--- src/rtl/mem_port_initiator.sv ---
// mem_port_initiator: initiator side of one RAM port, load/store strobes, buffered load responses, done pulse
//
// Ports:
//   clk, rst_n                      clock, asynchronous active-low reset
//   ld_addr/_valid/_ready           load request channel
//   ld_data/_valid/_ready           load response channel (FIFO head)
//   st_addr/st_data/_valid/_ready   store request channel
//   end_valid/end_ready             end-of-kernel token
//   ce/we/address/mem_din/mem_dout  RAM port strobes and data
//   done                            one-cycle pulse once all traffic has drained after end
//
// Optional feature: define RR_ARB_EN for round-robin load/store arbitration;
// the default build uses fixed load-over-store priority.
module mem_port_initiator #(
  parameter int DATA_WIDTH = 32,
  parameter int ADDR_WIDTH = 32,
  parameter int RSP_DEPTH  = 2
) (
  input  logic                  clk,
  input  logic                  rst_n,
  input  logic [ADDR_WIDTH-1:0] ld_addr,
  input  logic                  ld_addr_valid,
  output logic                  ld_addr_ready,
  output logic [DATA_WIDTH-1:0] ld_data,
  output logic                  ld_data_valid,
  input  logic                  ld_data_ready,
  input  logic [ADDR_WIDTH-1:0] st_addr,
  input  logic [DATA_WIDTH-1:0] st_data,
  input  logic                  st_valid,
  output logic                  st_ready,
  input  logic                  end_valid,
  output logic                  end_ready,
  output logic                  ce,
  output logic                  we,
  output logic [ADDR_WIDTH-1:0] address,
  output logic [DATA_WIDTH-1:0] mem_din,
  input  logic [DATA_WIDTH-1:0] mem_dout,
  output logic                  done
);
  localparam int CW = $clog2(RSP_DEPTH);
  localparam logic [CW:0] DEPTH_C = (CW+1)'(RSP_DEPTH);
  typedef enum logic [1:0] {S_RUN, S_DRAIN, S_DONE} state_t;
  state_t                r_state;
  logic [DATA_WIDTH-1:0] r_mem [RSP_DEPTH];
  logic [CW-1:0]         r_wp;
  logic [CW-1:0]         r_rp;
  logic [CW:0]           r_cnt;
  logic                  r_inflight;
  logic                  r_done;
  logic                  w_valid;
  logic                  w_pop;
  logic                  w_credit;
  logic                  w_ld_req;
  logic                  w_ld_gnt;
  logic                  w_st_gnt;
  logic [CW:0]           w_used;
`ifdef RR_ARB_EN
  logic                  r_ptr;
`endif
  assign w_valid = r_cnt != '0;
  assign w_pop   = w_valid & ld_data_ready;
  // A same-cycle pop frees its slot, so a full-rate stream keeps one load per cycle
  assign w_used   = r_cnt + {{CW{1'b0}}, r_inflight};
  assign w_credit = (w_used - {{CW{1'b0}}, w_pop}) < DEPTH_C;
  assign w_ld_req = ld_addr_valid & w_credit;
  // rst_n gates the grants so ce/we stay low throughout reset
`ifdef RR_ARB_EN
  // r_ptr: 0 favours load, 1 favours store on a simultaneous request
  assign w_ld_gnt = rst_n & w_ld_req & (~st_valid | ~r_ptr);
  assign w_st_gnt = rst_n & st_valid & (~w_ld_req | r_ptr);
`else
  assign w_ld_gnt = rst_n & w_ld_req;
  assign w_st_gnt = rst_n & st_valid & ~w_ld_req;
`endif
  assign ld_addr_ready = w_ld_gnt;
  assign st_ready      = w_st_gnt;
  assign ce            = w_ld_gnt | w_st_gnt;
  assign we            = w_st_gnt;
  assign address       = w_st_gnt ? st_addr : ld_addr;
  assign mem_din       = st_data;
  assign ld_data       = r_mem[r_rp];
  assign ld_data_valid = w_valid;
  assign done          = r_done;
  assign end_ready     = r_done;
  // RAM output is valid the cycle after the grant, which is exactly when r_inflight is set
  always_ff @(posedge clk or negedge rst_n) begin
    if (!rst_n) begin
      for (int i = 0; i < RSP_DEPTH; i++) r_mem[i] <= '0;
      r_wp       <= '0;
      r_rp       <= '0;
      r_cnt      <= '0;
      r_inflight <= 1'b0;
    end else begin
      r_inflight <= w_ld_gnt;
      if (r_inflight) begin
        r_mem[r_wp] <= mem_dout;
        r_wp        <= r_wp + CW'(1);
      end
      if (w_pop) r_rp <= r_rp + CW'(1);
      r_cnt <= r_cnt + {{CW{1'b0}}, r_inflight} - {{CW{1'b0}}, w_pop};
`ifndef SYNTHESIS
      if (r_inflight && !w_pop && r_cnt == DEPTH_C) $error("mem_port_initiator: response FIFO overflow");
`endif
    end
  end
`ifdef RR_ARB_EN
  always_ff @(posedge clk or negedge rst_n) begin
    if (!rst_n) r_ptr <= 1'b0;
    else if (w_ld_gnt) r_ptr <= 1'b1;
    else if (w_st_gnt) r_ptr <= 1'b0;
  end
`endif
  always_ff @(posedge clk or negedge rst_n) begin
    if (!rst_n) begin
      r_state <= S_RUN;
      r_done  <= 1'b0;
    end else begin
      case (r_state)
        S_RUN: if (end_valid) r_state <= S_DRAIN;
        S_DRAIN:
          if (!ld_addr_valid && !st_valid && !r_inflight && !w_valid) begin
            r_state <= S_DONE;
            r_done  <= 1'b1;
          end
        default: begin
          r_state <= S_RUN;
          r_done  <= 1'b0;
        end
      endcase
    end
  end
endmodule
--- config.mk ---
export PLATFORM = sky130hd
export DESIGN_NAME = mem_port_initiator
export DESIGN_NICKNAME = d
export VERILOG_FILES = /design/src/rtl/mem_port_initiator.sv
export SDC_FILE = /design/constraint.sdc
export NUM_CORES = 1
export LEC_CHECK = 0
export ABC_AREA = 1
export CORE_AREA = 2 2 93 95
export DETAILED_ROUTE_END_ITERATION = 8
export DIE_AREA = 0 0 95 97
export DONT_BUFFER_PORTS = 1
export SLEW_MARGIN = 20
export SYNTH_ARGS = -nofsm -noshare
export SYNTH_HDL_FRONTEND = slang
export SYNTH_SLANG_ARGS = --single-unit
--- constraint.sdc ---
create_clock -name clk -period 3.1 [get_ports clk]
set_clock_uncertainty 0.05 [all_clocks]
set_input_delay 0.62 -clock clk [delete_from_list [all_inputs] [get_ports clk]]
set_output_delay 0.62 -clock clk [all_outputs]
set_load 0.02 [all_outputs]
After elaboration in Yosys (flattened, before gate mapping)

Index checks and enable logic that the tools add are counted.

Add/sub/neg operators: 4
Order comparisons: 4
Equal/unequal tests: 3
Multiplexer cells: 12
Bitwise operators: 10
Reduce and logical (&&, ||, !) cells: 12

Operators by type and width:

| operator              | count |
|---|---|
| $mux W32              | 5 |
| $bwmux W64            | 1 |
| $demux W32 S1         | 1 |
| $and A1 B1 Y1         | 5 |
| $ge A2 B2 Y1 const B  | 2 |
| $logic_and A1 B1 Y1   | 4 |
| $logic_not A1 Y1      | 4 |
| $mux W2               | 2 |
| $ne A2 B2 Y1 const B  | 2 |
| $not A1 Y2            | 2 |
| $pmux W2 S2           | 1 |
| $reduce_and A2 Y1     | 2 |
| $add A1 B1 Y1 const B | 2 |
| $add A2 B1 Y2         | 1 |
| $eq A2 B1 Y1 const B  | 1 |
| $logic_not A2 Y1      | 1 |
| $lt A2 B1 Y1 const B  | 1 |
| $lt A2 B2 Y1 const B  | 1 |
| $not A1 Y1            | 2 |
| $pmux W1 S2           | 1 |
| $reduce_bool A2 Y1    | 1 |
| $sub A2 B1 Y2         | 1 |
| $mux W1               | 1 |
| $or A1 B1 Y1          | 1 |

Register bits: 72
Word-level logic and storage cells: 53

Logic depth before layout (Yosys ltp)

Depth in word-level cells: 8
Gate-level depth with buffers: 14

Worst setup path after synthesis

No wires, ideal clock.

Kind: register to output
From: register r_cnt[0]
To: output port we
Arrival time: 2.025 ns
Required time: 2.430 ns
Slack: 0.405 ns
Stages on the path, launching flop included: 14
Buffers on the path: 2
Cell sequence: dfrtp_1 -> nor2_1 -> inv_1 -> nand2_1 -> inv_1 -> ha_1 -> inv_1 -> ha_1 -> nand3_1 -> nand3_4 -> nand2_4 -> buf_6 -> inv_1 -> buf_4

Word-level cells in the longest chain between the ends: 7

RTL lines:

| element                | RTL line | RTL |
|---|---|---|
| from (decl)            | 47       | `logic [CW:0] r_cnt;` |
| from (signal assigned) | 100      | `r_cnt <= r_cnt + {{CW{1'b0}}, r_inflight} - {{CW{1'b0}}, w_pop};` |
| $reduce_bool A2 Y1     | 60       | `assign w_valid = r_cnt != '0;` |
| net ld_data_valid      | 25       | `output logic ld_data_valid,` |
| $and A1 B1 Y1          | 61       | `assign w_pop = w_valid & ld_data_ready;` |
| net w_pop              | 51       | `logic w_pop;` |
| $sub A2 B1 Y2          | 64       | `assign w_credit = (w_used - {{CW{1'b0}}, w_pop}) < DEPTH_C;` |
| $lt A2 B2 Y1           | 64       |  |
| $and A1 B1 Y1          | 65       | `assign w_ld_req = ld_addr_valid & w_credit;` |
| $not A1 Y1             | 73       | `assign w_st_gnt = rst_n & st_valid & ~w_ld_req;` |
| $and A1 B1 Y1          | 73       |  |
| to (decl)              | 34       | `output logic we,` |

The timed path passes the listed nets, and every way through them passes these cells.

Worst setup path in the final report

From: register r_cnt[0]
To: output port address[26]

Word-level cells in the longest chain between the ends: 8

RTL lines:

| element            | RTL line | RTL |
|---|---|---|
| $reduce_bool A2 Y1 | 60       |  |
| $and A1 B1 Y1      | 61       |  |
| net w_pop          | 51       |  |
| $sub A2 B1 Y2      | 64       |  |
| $lt A2 B2 Y1       | 64       |  |
| $and A1 B1 Y1      | 65       |  |
| $not A1 Y1         | 73       |  |
| $and A1 B1 Y1      | 73       |  |
| $mux W32           | 79       | `assign address = w_st_gnt ? st_addr : ld_addr;` |
| to (decl)          | 35       | `output logic [ADDR_WIDTH-1:0] address,` |

The timed path passes the listed nets, and every way through them passes these cells.

==> flow_metrics.py <==
metrics = {
    "status": {
        "status": "finished, final reports clean",
    },
    "floorplanning": {
        "die_height_um": 97,
        "die_x_um": 95,
        "io_pins": 237,
        "start_util_pct": 48.98,
        "rows": 33,
        "coreArea_mm2": 0.008134,
        "die_area_mm2": 0.009215,
    },
    "clock_network": {
        "cts_tree": "done",
        "clock_latency_ns": 0.33,
        "clock_path_buffers": 2,
        "cts-htree-levels": 3,
        "cts_buffers": 9,
        "cts.reportedPaths.clkPinSlew_ns": 0.08,
        "clkSinkCount": 72,
        "cts_root_buffer": "clkbuf_8",
    },
    "synthesis": {
        "yosysUniqueCellTypes": 22,
        "synth_common_cells": "234 x nand2_1, 72 x dfrtp_1, 44 x inv_1",
        "synth_fp_nets": 664,
        "synth_edf_count": 0,
        "syn-instance-count": 528,
        "synth-async-reset-ratio_pct": 100.0,
        "ys.flop_type": "dfrtp_1",
        "synth_area_leader_cell": "dfrtp_1",
        "ys_seq_area_share_pct": 45.23,
        "synth_top_area_share_pct": 45.23,
        "syn_area_per_cell_um2": 7.545,
        "syn-cell-area_mm2": 0.003984,
        "synth.area.top_cells": "dfrtp_1 45%, nand2_1 22%, buf_4 7.0%",
        "yosys.cell_count.top_type": "nand2_1",
        "synth-seq-cells": 72,
        "yosysWarnings": 0,
    },
    "pwr": {
        "p_comb_share_pct": 47.0,
        "power_uw": 4822,
        "p_leak_uw": 0.002285,
        "powerDensity_mw_per_mm2": 1132,
        "p_int_uw": 2624,
        "p_switching_uw": 2198,
        "swShare_pct": 45.58,
        "pwr-share-clk_pct": 18.4,
        "max-vdd-ir-drop_v": 0.0004632,
        "seq_power_share_pct": 34.6,
    },
    "worst_hold_path": {
        "worstHoldPathType": "input port to async pin",
    },
    "worst_setup_path": {
        "crit_buf_inv": 5,
        "critical_path_depth": 13,
        "crit_slowest_cell": "dfrtp_1",
        "crit_arrival_ns": 2.33,
        "crit_path_max_incr_delay_ns": 0.42,
        "critPathTopFamily": "simple AND/OR/NAND/NOR gates",
        "startpoint_type": "flip-flop",
        "path_cells": "nor2_2, inv_1, nand2_1, inv_1, ha_1, inv_1, ha_4, inv_1, nand2_4, nand3_4, clkbuf_16, nand3_1, nand2_1",
        "crit_top_cell": "inv_1",
        "reg2reg_depth": 5,
        "cp.required_ns": 2.43,
        "crit_fanout": 8,
        "end_kind": "primary output",
        "critical_path_class": "flip-flop to primary output",
    },
    "flow_run": {
        "max_cap_violations": 0,
    },
    "global_route": {
        "grt_pass1_wl_um": 13850,
        "antenna_found_initial": 0,
        "grt_overflow": 0,
        "grt_pass1_vias": 2833,
        "grtUsageTotal_pct": 19.11,
        "grt_max_degree": 73,
    },
    "final_layout": {
        "finish.utilization_pct": 52.39,
        "final-instance-count-excl-fill": 601,
        "syn2layout_area_growth_pct": 6.972,
        "final_layout_size_suffix_gt1_share_pct": 17.54,
        "layout.nets": 628,
        "postLayoutCellArea_mm2": 0.004262,
        "insertedDiodeCount": 0,
    },
    "route": {
        "via_per_inst": 5.206,
        "wirelength_um": 9650,
        "wl_per_cell_um": 16.06,
        "num_vias": 3129,
        "drtIter0Drc": 149,
        "firstDrtPassIters": 4,
        "drcViolationCount": 0,
        "ant_nets": 0,
    },
    "timing": {
        "timing.slew.headroom_pct": 52.34,
        "clock.fmax_mhz": 333.7,
        "drv_slew": 0,
        "period_needed_ns": 2.996,
        "post-route-period-util_pct": 96.66,
        "hold_viol_final": 0,
        "setup_viol": 0,
        "setup_tns_ns": 0,
        "worst_pin_slew_ns": 0.7149,
    },
    "place": {
        "placed_cells": 578,
        "place_hpwl_um": 5961,
        "place_congestion": 0.7538,
        "dpl_cell_area_mm2": 0.003757,
        "portBuffers": 0,
    },
}
what timing repair did:
action	CTS	global route
pin swaps	0	8
resized for setup	1	33
hold buffers	1	0
buffers inserted	0	1
setup endpoints to repair	1	34
gates cloned	0	6
hold endpoints to repair	72	0
flip-flops by register name (all words and copies together) (netlist names):
| signal | flops |
|---|---|
| done | 1 |
| r_wp | 1 |
| r_rp | 1 |
| r_cnt | 2 |
| r_mem | 64 |
| r_state | 2 |
| r_inflight | 1 |
layout by cell type (no fill, tap or decap):
master / count
a21oi_1: 1
buf_12: 2
buf_16: 1
buf_4: 7
buf_6: 1
bufinv_16: 3
clkbuf_16: 2
clkbuf_8: 10
clkinv_1: 1
clkinvlp_4: 3
dfrtp_1: 72
ha_1: 1
ha_4: 1
inv_1: 43
inv_2: 1
nand2_1: 210
nand2_2: 23
nand2_4: 2
nand2_8: 3
nand3_1: 32
nand3_4: 3
nand4_1: 1
nor2_1: 5
nor2_2: 1
o21ai_0: 33
o21ai_1: 9
o21ai_2: 23
or2_2: 1
xor2_1: 1
cells by family after synthesis:
group           count (synthesis)  synth area share, %
buf+inv                       109                15.52
compound gates                 66                10.46
simple gates                  278                27.95
fa+ha+maj                       2               0.6280
flops                          72                45.23
xor+xnor                        1               0.2199
worst register-to-register path: stages, from the launching register on:
cell and delay (ns):
dfrtp_1 0.43, inv_2 0.10, or2_2 0.58, buf_4 0.51, nand2_1 0.14, o21ai_2 0.07
metal layers:
metal | vias up | track usage [%] | part of all wire (%)
li1 | 1531 | - | -
met1 | 1447 | 25.19 | 43
met2 | 123 | 28.86 | 46
met3 | 28 | 6.776 | 8.5
met4 | 0 | 7.023 | 2.2
met5 | - | 0 | 0
worst paths after layout:
check,startpoint,end,slack (ns)
worst max-delay path,r_cnt[0],address[26],0.10
worst min-delay path,rst_n,r_mem[16],0.12
worst max register to register,r_inflight,r_mem[53],1.15
worst min register to register,r_state[1],done,0.40
max in group asynchronous,rst_n,r_inflight,2.59
min in group clk,mem_dout[27],r_mem[59],0.38
power by group through the flow:
| stage | registers, uW | logic [uW] | clock network (uW) |
|---|---|---|---|
| 3_5_place_dp | 1670 | 2030 | 0 |
| 4_1_cts | 1660 | 2060 | 912 |
| 2_1_floorplan | 1610 | 1820 | 0 |
| 5_1_grt | 1730 | 2520 | 953 |
| 3_3_place_gp | 1660 | 2000 | 0 |
| 6_report | 1670 | 2270 | 886 |
area by class of cell:
| cell class | count | area [um2] |
|---|---|---|
| Inverter | 46 | 176.4 |
| Clock buffer | 10 | 137.6 |
| Tap cell | 105 | 131.4 |
| Clock inverter | 5 | 105.1 |
| Fill cell | 792 | 3872 |
| Multi-Input combinational cell | 350 | 1728 |
| Sequential cell | 72 | 1802 |
| Timing Repair Buffer | 13 | 181.4 |
per-stage QoR:
stage,setup WS (ns),hold slack [ns]
2_1_floorplan,0.4054,0.2744
3_3_place_gp,0.3676,0.2760
3_5_place_dp,0.3455,0.2761
4_1_cts,0.06553,0.1244
5_1_grt,-0.04267,0.1232
6_report,0.1036,0.1200
Note: power is estimated with default switching activity, not from simulation.
